<file path="src/rtl/pipe_pkg.sv">
// rtl/pipe_pkg.sv - shared types and widths for the pipeline hazard controller
// Contents: sequencer state enum, register-address width, ID/EX control-field widths.
package pipe_pkg;

    localparam int RA_W = 5;
    localparam int WB_W = 2;
    localparam int M_W  = 3;
    localparam int EX_W = 4;

    typedef enum logic [1:0] {
        RUN      = 2'd0,
        LU_STALL = 2'd1,
        MDU_WAIT = 2'd2
    } state_e;

endpackage

</file>
<file path="src/rtl/haz_cmp.sv">
// rtl/haz_cmp.sv - source-register vs destination comparator with r0 masking
// Ports:
//   rs, rt          in  source registers of the instruction in ID
//   use_rs, use_rt  in  ID instruction actually reads rs / rt
//   dest            in  destination register of the producing stage
//   regwrite        in  producing stage writes a register
//   hit             out either used source matches a live, non-zero destination
module haz_cmp #(
    parameter int RA_W = pipe_pkg::RA_W
) (
    input  logic [RA_W-1:0] rs,
    input  logic [RA_W-1:0] rt,
    input  logic            use_rs,
    input  logic            use_rt,
    input  logic [RA_W-1:0] dest,
    input  logic            regwrite,
    output logic            hit
);

    logic hit_rs;
    logic hit_rt;

    // r0 is hard-wired to zero, so a write to it never produces a real dependency.
    assign hit_rs = use_rs & (rs != '0) & (rs == dest) & regwrite;
    assign hit_rt = use_rt & (rt != '0) & (rt == dest) & regwrite;
    assign hit    = hit_rs | hit_rt;

endmodule

</file>
<file path="src/rtl/pipe_hazard_ctrl.sv">
// rtl/pipe_hazard_ctrl.sv - IF/ID and ID/EX sequencer: load-use/RAW stalls, branch flush, MDU hold
// Configuration macro: HAZ_FORWARD_EN (defined: forwarding present, only load-use stalls;
//   undefined: every RAW match against EX or MEM stalls and LU_STALL is never entered).
// Ports:
//   clock, reset                      clock and asynchronous active-high reset
//   id_rs/id_rt/id_use_rs/id_use_rt   source operands of the ID instruction
//   id_mdu                            ID instruction is a multi-cycle MDU op
//   idex_memread/regwrite/rd          load flag, write flag and destination in EX
//   exmem_regwrite/rd                 write flag and destination in MEM
//   ex_br_taken                       branch/jump resolved taken in EX
//   pc_write, ifid_write              PC and IF/ID load enables
//   ifid_flush, idex_bubble           IF/ID to NOP, ID/EX control fields to zero
//   idex_hold                         ID/EX keeps its contents while the MDU runs
//   busy                              sequencer is not in RUN
//   stall_cnt                         saturating count of cycles with pc_write low
module pipe_hazard_ctrl #(
    parameter int MDU_LAT = 4,
    parameter int CNT_W   = 16,
    parameter int RA_W    = pipe_pkg::RA_W
) (
    input  logic             clock,
    input  logic             reset,
    input  logic [RA_W-1:0]  id_rs,
    input  logic [RA_W-1:0]  id_rt,
    input  logic             id_use_rs,
    input  logic             id_use_rt,
    input  logic             id_mdu,
    input  logic             idex_memread,
    input  logic             idex_regwrite,
    input  logic [RA_W-1:0]  idex_rd,
    input  logic             exmem_regwrite,
    input  logic [RA_W-1:0]  exmem_rd,
    input  logic             ex_br_taken,
    output logic             pc_write,
    output logic             ifid_write,
    output logic             ifid_flush,
    output logic             idex_hold,
    output logic             idex_bubble,
    output logic             busy,
    output logic [CNT_W-1:0] stall_cnt
);

    import pipe_pkg::*;

    localparam int              MC_W     = $clog2(MDU_LAT + 1);
    localparam logic [MC_W-1:0] MDU_LOAD = MC_W'(MDU_LAT - 1);

    state_e           state_q, state_d;
    logic [MC_W-1:0]  mdu_cnt_q, mdu_cnt_d;
    logic [CNT_W-1:0] stall_cnt_q, stall_cnt_d;

    logic ex_hit;
    logic mem_hit;
    logic stall_haz;
    logic pc_c, ifw_c, flush_c, hold_c, bubble_c;

    haz_cmp #(.RA_W(RA_W)) u_ex_cmp (
        .rs       (id_rs),
        .rt       (id_rt),
        .use_rs   (id_use_rs),
        .use_rt   (id_use_rt),
        .dest     (idex_rd),
        .regwrite (idex_regwrite),
        .hit      (ex_hit)
    );

    haz_cmp #(.RA_W(RA_W)) u_mem_cmp (
        .rs       (id_rs),
        .rt       (id_rt),
        .use_rs   (id_use_rs),
        .use_rt   (id_use_rt),
        .dest     (exmem_rd),
        .regwrite (exmem_regwrite),
        .hit      (mem_hit)
    );

`ifdef HAZ_FORWARD_EN
    // Forwarding covers everything except a load whose data is not back until MEM ends.
    localparam state_e HAZ_NEXT = LU_STALL;
    logic unused_mem_hit;
    assign unused_mem_hit = mem_hit;
    assign stall_haz      = idex_memread & ex_hit;
`else
    // No forwarding: the consumer waits in ID until no producer is left in EX or MEM.
    localparam state_e HAZ_NEXT = RUN;
    logic unused_memread;
    assign unused_memread = idex_memread;
    assign stall_haz      = ex_hit | mem_hit;
`endif

    always_comb begin
        pc_c      = 1'b1;
        ifw_c     = 1'b1;
        flush_c   = 1'b0;
        hold_c    = 1'b0;
        bubble_c  = 1'b0;
        state_d   = state_q;
        mdu_cnt_d = mdu_cnt_q;
        case (state_q)
            RUN, LU_STALL: begin
                // The LU_STALL cycle issues the dependent instruction exactly like RUN.
                if (ex_br_taken) begin
                    flush_c  = 1'b1;
                    bubble_c = 1'b1;
                    state_d  = RUN;
                end else if (stall_haz) begin
                    pc_c     = 1'b0;
                    ifw_c    = 1'b0;
                    bubble_c = 1'b1;
                    state_d  = HAZ_NEXT;
                end else if (id_mdu) begin
                    state_d   = MDU_WAIT;
                    mdu_cnt_d = MDU_LOAD;
                end else begin
                    state_d = RUN;
                end
            end
            MDU_WAIT: begin
                // The MDU op owns EX; a taken branch cannot be in EX here.
                pc_c      = 1'b0;
                ifw_c     = 1'b0;
                hold_c    = 1'b1;
                mdu_cnt_d = mdu_cnt_q - MC_W'(1);
                if (mdu_cnt_q == MC_W'(1)) begin
                    state_d = RUN;
                end
            end
            default: begin
                state_d = RUN;
            end
        endcase
        stall_cnt_d = stall_cnt_q;
        if (!pc_c && (stall_cnt_q != '1)) begin
            stall_cnt_d = stall_cnt_q + CNT_W'(1);
        end
    end

    always_ff @(posedge clock or posedge reset) begin
        if (reset) begin
            state_q     <= RUN;
            mdu_cnt_q   <= '0;
            stall_cnt_q <= '0;
        end else begin
            state_q     <= state_d;
            mdu_cnt_q   <= mdu_cnt_d;
            stall_cnt_q <= stall_cnt_d;
        end
    end

    // Reset forces the free-running enables on regardless of what decode presents.
    assign pc_write    = reset | pc_c;
    assign ifid_write  = reset | ifw_c;
    assign ifid_flush  = ~reset & flush_c;
    assign idex_hold   = ~reset & hold_c;
    assign idex_bubble = ~reset & bubble_c;
    assign busy        = ~reset & (state_q != RUN);
    assign stall_cnt   = stall_cnt_q;

endmodule

</file>
<file path="config.mk">
export PLATFORM = sky130hd
export DESIGN_NAME = pipe_hazard_ctrl
export DESIGN_NICKNAME = d
export VERILOG_FILES = /design/src/rtl/pipe_pkg.sv /design/src/rtl/haz_cmp.sv /design/src/rtl/pipe_hazard_ctrl.sv
export SDC_FILE = /design/constraint.sdc
export NUM_CORES = 1
export LEC_CHECK = 0
export CAP_MARGIN = 30
export CORE_AREA = 3 3 58 60
export CTS_CLUSTER_DIAMETER = 200
export DETAILED_ROUTE_END_ITERATION = 10
export DIE_AREA = 0 0 61 63
export PLACE_DENSITY = 0.93
export SYNTH_ARGS = -nofsm -noshare
export SYNTH_HDL_FRONTEND = slang
export SYNTH_HIERARCHICAL = 1
export SYNTH_SLANG_ARGS = --single-unit
</file>
<file path="constraint.sdc">
create_clock -name clock -period 3.52 [get_ports clock]
set_input_delay 0.704 -clock clock [delete_from_list [all_inputs] [get_ports clock]]
set_output_delay 0.704 -clock clock [all_outputs]
set_load 0.01 [all_outputs]
</file>
==> summary.md <==
Status
• result of the run: finished clean

Route
• First DRT Iteration DRCs: 40
• Vias per Instance: 5.75
• wire length reported by the detailed router: 3610 µm
• DRT antenna net count: 0
• first-pass iteration count of the detailed router: 4
• average wire per standard cell: 15.6 µm
• detailed-route via count: 1328
• DRC Markers: 0

Setup path
• source of the worst register-to-register timing path: stall_cnt[0]
• Reg-to-Reg End: stall_cnt[1]
• Worst path max stage delay: 0.57 ns
• required time worst endpoint: 2.82 ns
• delay-heaviest family, CP: buffers and inverters
• startpoint of the most critical setup path: exmem_rd[1]
• start-to-end type of the worst setup path: input port to output pin
• count of cells along the worst register-to-register path: 5
• register-to-register path setup slack: 1.58 ns
• CP max FO: 2
• critical path arrival: 2.71 ns
• category of the worst setup path capture point: output pin
• CP max stage cell: sky130_fd_sc_hd__clkdlybuf4s50_1
• combined buffer and inverter count along the critical path: 3
• cells along the critical path: clkdlybuf4s50_1, buf_4, xnor2_1, o2111ai_1, o22ai_2, nor3_1, nor3_1, clkdlybuf4s50_1
• Critical Path Sink: idex_bubble
• logic depth of the worst path, buffers included: 8
• crit start category: input port

GRT
• global-route wire length before repair: 5550 µm
• GRT Overall Usage: 18.6%
• total gr overflow: 0
• largest net degree at the start of global routing: 21
• number of antenna violations at the first check in global routing: 0
• via count of the first global-routing pass: 1316

Timing
• summed negative setup slack over all endpoints: 0 ns
• final count of hold timing violations: 0
• Final Cycle Share: 97.1%
• RSZ-0062 raised after global routing: false
• Relative slew margins: 52.1%
• fin crit period: 3.42 ns
• maximum operating frequency: 293 MHz
• Worst-Margin Slew: 0.716 ns
• clock skew: 0.00211 ns
• final setup violation count: 0
• number of max-slew violations in the final report: 0

Yosys
• register bit total from synthesis: 20
• Yosys warning count: 6
• share of flip-flops with an asynchronous set or reset after synthesis: 100%
• leading cell types by total area after synthesis: sky130_fd_sc_hd__dfrtp_1 (38%), sky130_fd_sc_hd__xnor2_1 (11%), sky130_fd_sc_hd__xor2_1 (9.2%)
• Seq/Total Area, Yosys: 37.6%
• post-synth top area share: 37.6%
• Post-Syn Area per Cell: 9.66 µm²
• Top FF cell, synth: sky130_fd_sc_hd__dfrtp_1
• top cell type by total area after synthesis: sky130_fd_sc_hd__dfrtp_1
• syn_nets: 170
• total standard cell area after synthesis: 1330 µm²
• Synth Instances: 138
• number of different library cells in the post-synthesis netlist: 34
• number of enable flip-flop cells after synthesis: 0

Finish
• Final Instance Area: 1980 µm²
• most common library cell in the layout ignoring fill and taps: sky130_fd_sc_hd__clkdlybuf4s50_1
• post-layout utilization of the core: 66.6%
• synthesis-to-finish area growth: 48.9%
• NumNets Final: 231
• ratio of cells with drive above 1 in the final layout: 12.6%
• total inserted antenna cells: 0
• leading cell types in the layout, fill and taps excluded: sky130_fd_sc_hd__clkdlybuf4s50_1 (47), sky130_fd_sc_hd__dfrtp_1 (20), sky130_fd_sc_hd__xnor2_1 (16)
• register area: 500 µm²
• fill cell count: 249
• footprint of the multi-input gates: 798 µm²

Floorplanning
• I/O pin cnt: 51
• area inside the core boundary: 2980 µm²
• floorplan die area: 3840 µm²
• initial core utilization: 44.7%
• Die Span Y: 63 µm
• die extent in x: 61 µm
• standard-cell row count: 20

Placement
• routability congestion estimate from global placement: 0.810
• Detail Placement HPWL: 2680 µm
• count of buffers inserted at the top-level ports: 49
• Placed Instance Area: 1920 µm²

Power and ir drop
• Worst VDD drop: 0.000404 V
• Total Power Consumption: 0.000938 W
• power density relative to cell area: 473 nW/µm²
• total leakage power: 0.873 nW

CTS
• Num CTS Buffers: 3
• deepest clock path buffer count: 2
• clock transition time at the flip-flop clock pins of the worst setup and hold paths: 0.11 ns
• number of sinks handled by clock tree synthesis: 20
• Post-CTS Setup Repair Bufs: 0
• clock root buffer: sky130_fd_sc_hd__clkbuf_4
• clock tree from TritonCTS: yes
• clock latency on the worst-skew pair: 0.31 ns
• H-tree levels: 1

Min path
• path type of the worst min-delay path: flip-flop to flip-flop

Flow run
• count of max-cap constraint violations: 0

[cells in the mapped netlist (3+ instances only)]
master,n
sky130_fd_sc_hd__dfrtp_1,20
sky130_fd_sc_hd__xnor2_1,16
sky130_fd_sc_hd__xor2_1,14
sky130_fd_sc_hd__nor3_1,11
sky130_fd_sc_hd__nand4_1,9
sky130_fd_sc_hd__inv_1,8
sky130_fd_sc_hd__nor4_1,8
sky130_fd_sc_hd__nand2_1,6
sky130_fd_sc_hd__o21ai_0,6
sky130_fd_sc_hd__o2111ai_1,5
sky130_fd_sc_hd__ha_1,3
[per-layer routing]
metal | track usage (%) | part of all wire, %
met1 | 21.6 | 41
met2 | 32.5 | 49
met3 | 2.27 | 7.4
met4 | 8.94 | 2.5
met5 | 0 | 0
[power breakdown]
| part | switching (W) | total [W] | internal (W) | leakage [nW] |
|---|---|---|---|---|
| registers | 0.0000891 | 0.000384 | 0.000295 | 0.257 |
| logic | 0.000186 | 0.000419 | 0.000233 | 0.596 |
| clock network | 0.0000713 | 0.000134 | 0.0000632 | 0.0210 |
| total | 0.000347 | 0.000938 | 0.000591 | 0.873 |
[metrics by stage]
step,hold slack (ns),instances,setup slack (ns)
2_1_floorplan,0.451,138,0.880
3_5_place_dp,0.487,227,-0.0326
5_1_grt,0.520,231,0.0282
6_report,0.497,231,0.104
4_1_cts,0.502,231,0.0424
3_3_place_gp,0.471,227,0.0175
[cell families (layout without fill, tap and decap cells)]
kind of cell             after synthesis  count (layout)  synth area share (%)
buffers and inverters                 12              72                  3.94
multiplexers                           3               3                  2.72
XOR/XNOR                              30              30                  19.7
adder cells (fa/ha/maj)                3               3                  2.82
AO/OA/AOI/OAI                         19              19                  9.39
flip-flops                            20              20                  37.6
AND/OR/NAND/NOR                       51              51                  23.8
[state kept, by name (all words and copies together), names as in the netlist]
name,cells
mdu_cnt_q,3
stall_cnt,16
state_q,1
[worst min-delay path by stage]
stage                   endpoint  depth (start not counted)          from
floorplan           mdu_cnt_q[2]                          1  mdu_cnt_q[2]
detailed placement  mdu_cnt_q[2]                          1  mdu_cnt_q[2]
global route        mdu_cnt_q[2]                          1  mdu_cnt_q[2]
CTS                 mdu_cnt_q[2]                          1  mdu_cnt_q[2]
global placement    mdu_cnt_q[2]                          1  mdu_cnt_q[2]
finish              mdu_cnt_q[2]                          1  mdu_cnt_q[2]
[final cells by class]
type                    count  area share (%)
clock buffers               4            1.83
inverters                   8            1.51
multi-input cells         106            40.2
flip-flops and latches     20            25.2
well taps                  33            2.08
repair buffers             60            29.1
[timing repair]
action | CTS | global route
hold buffers | 0 | 0
gates resized for setup | 1 | 5
endpoints found under the setup margin | 2 | 3
No activity file was read; power rests on OpenSTA's default activity.
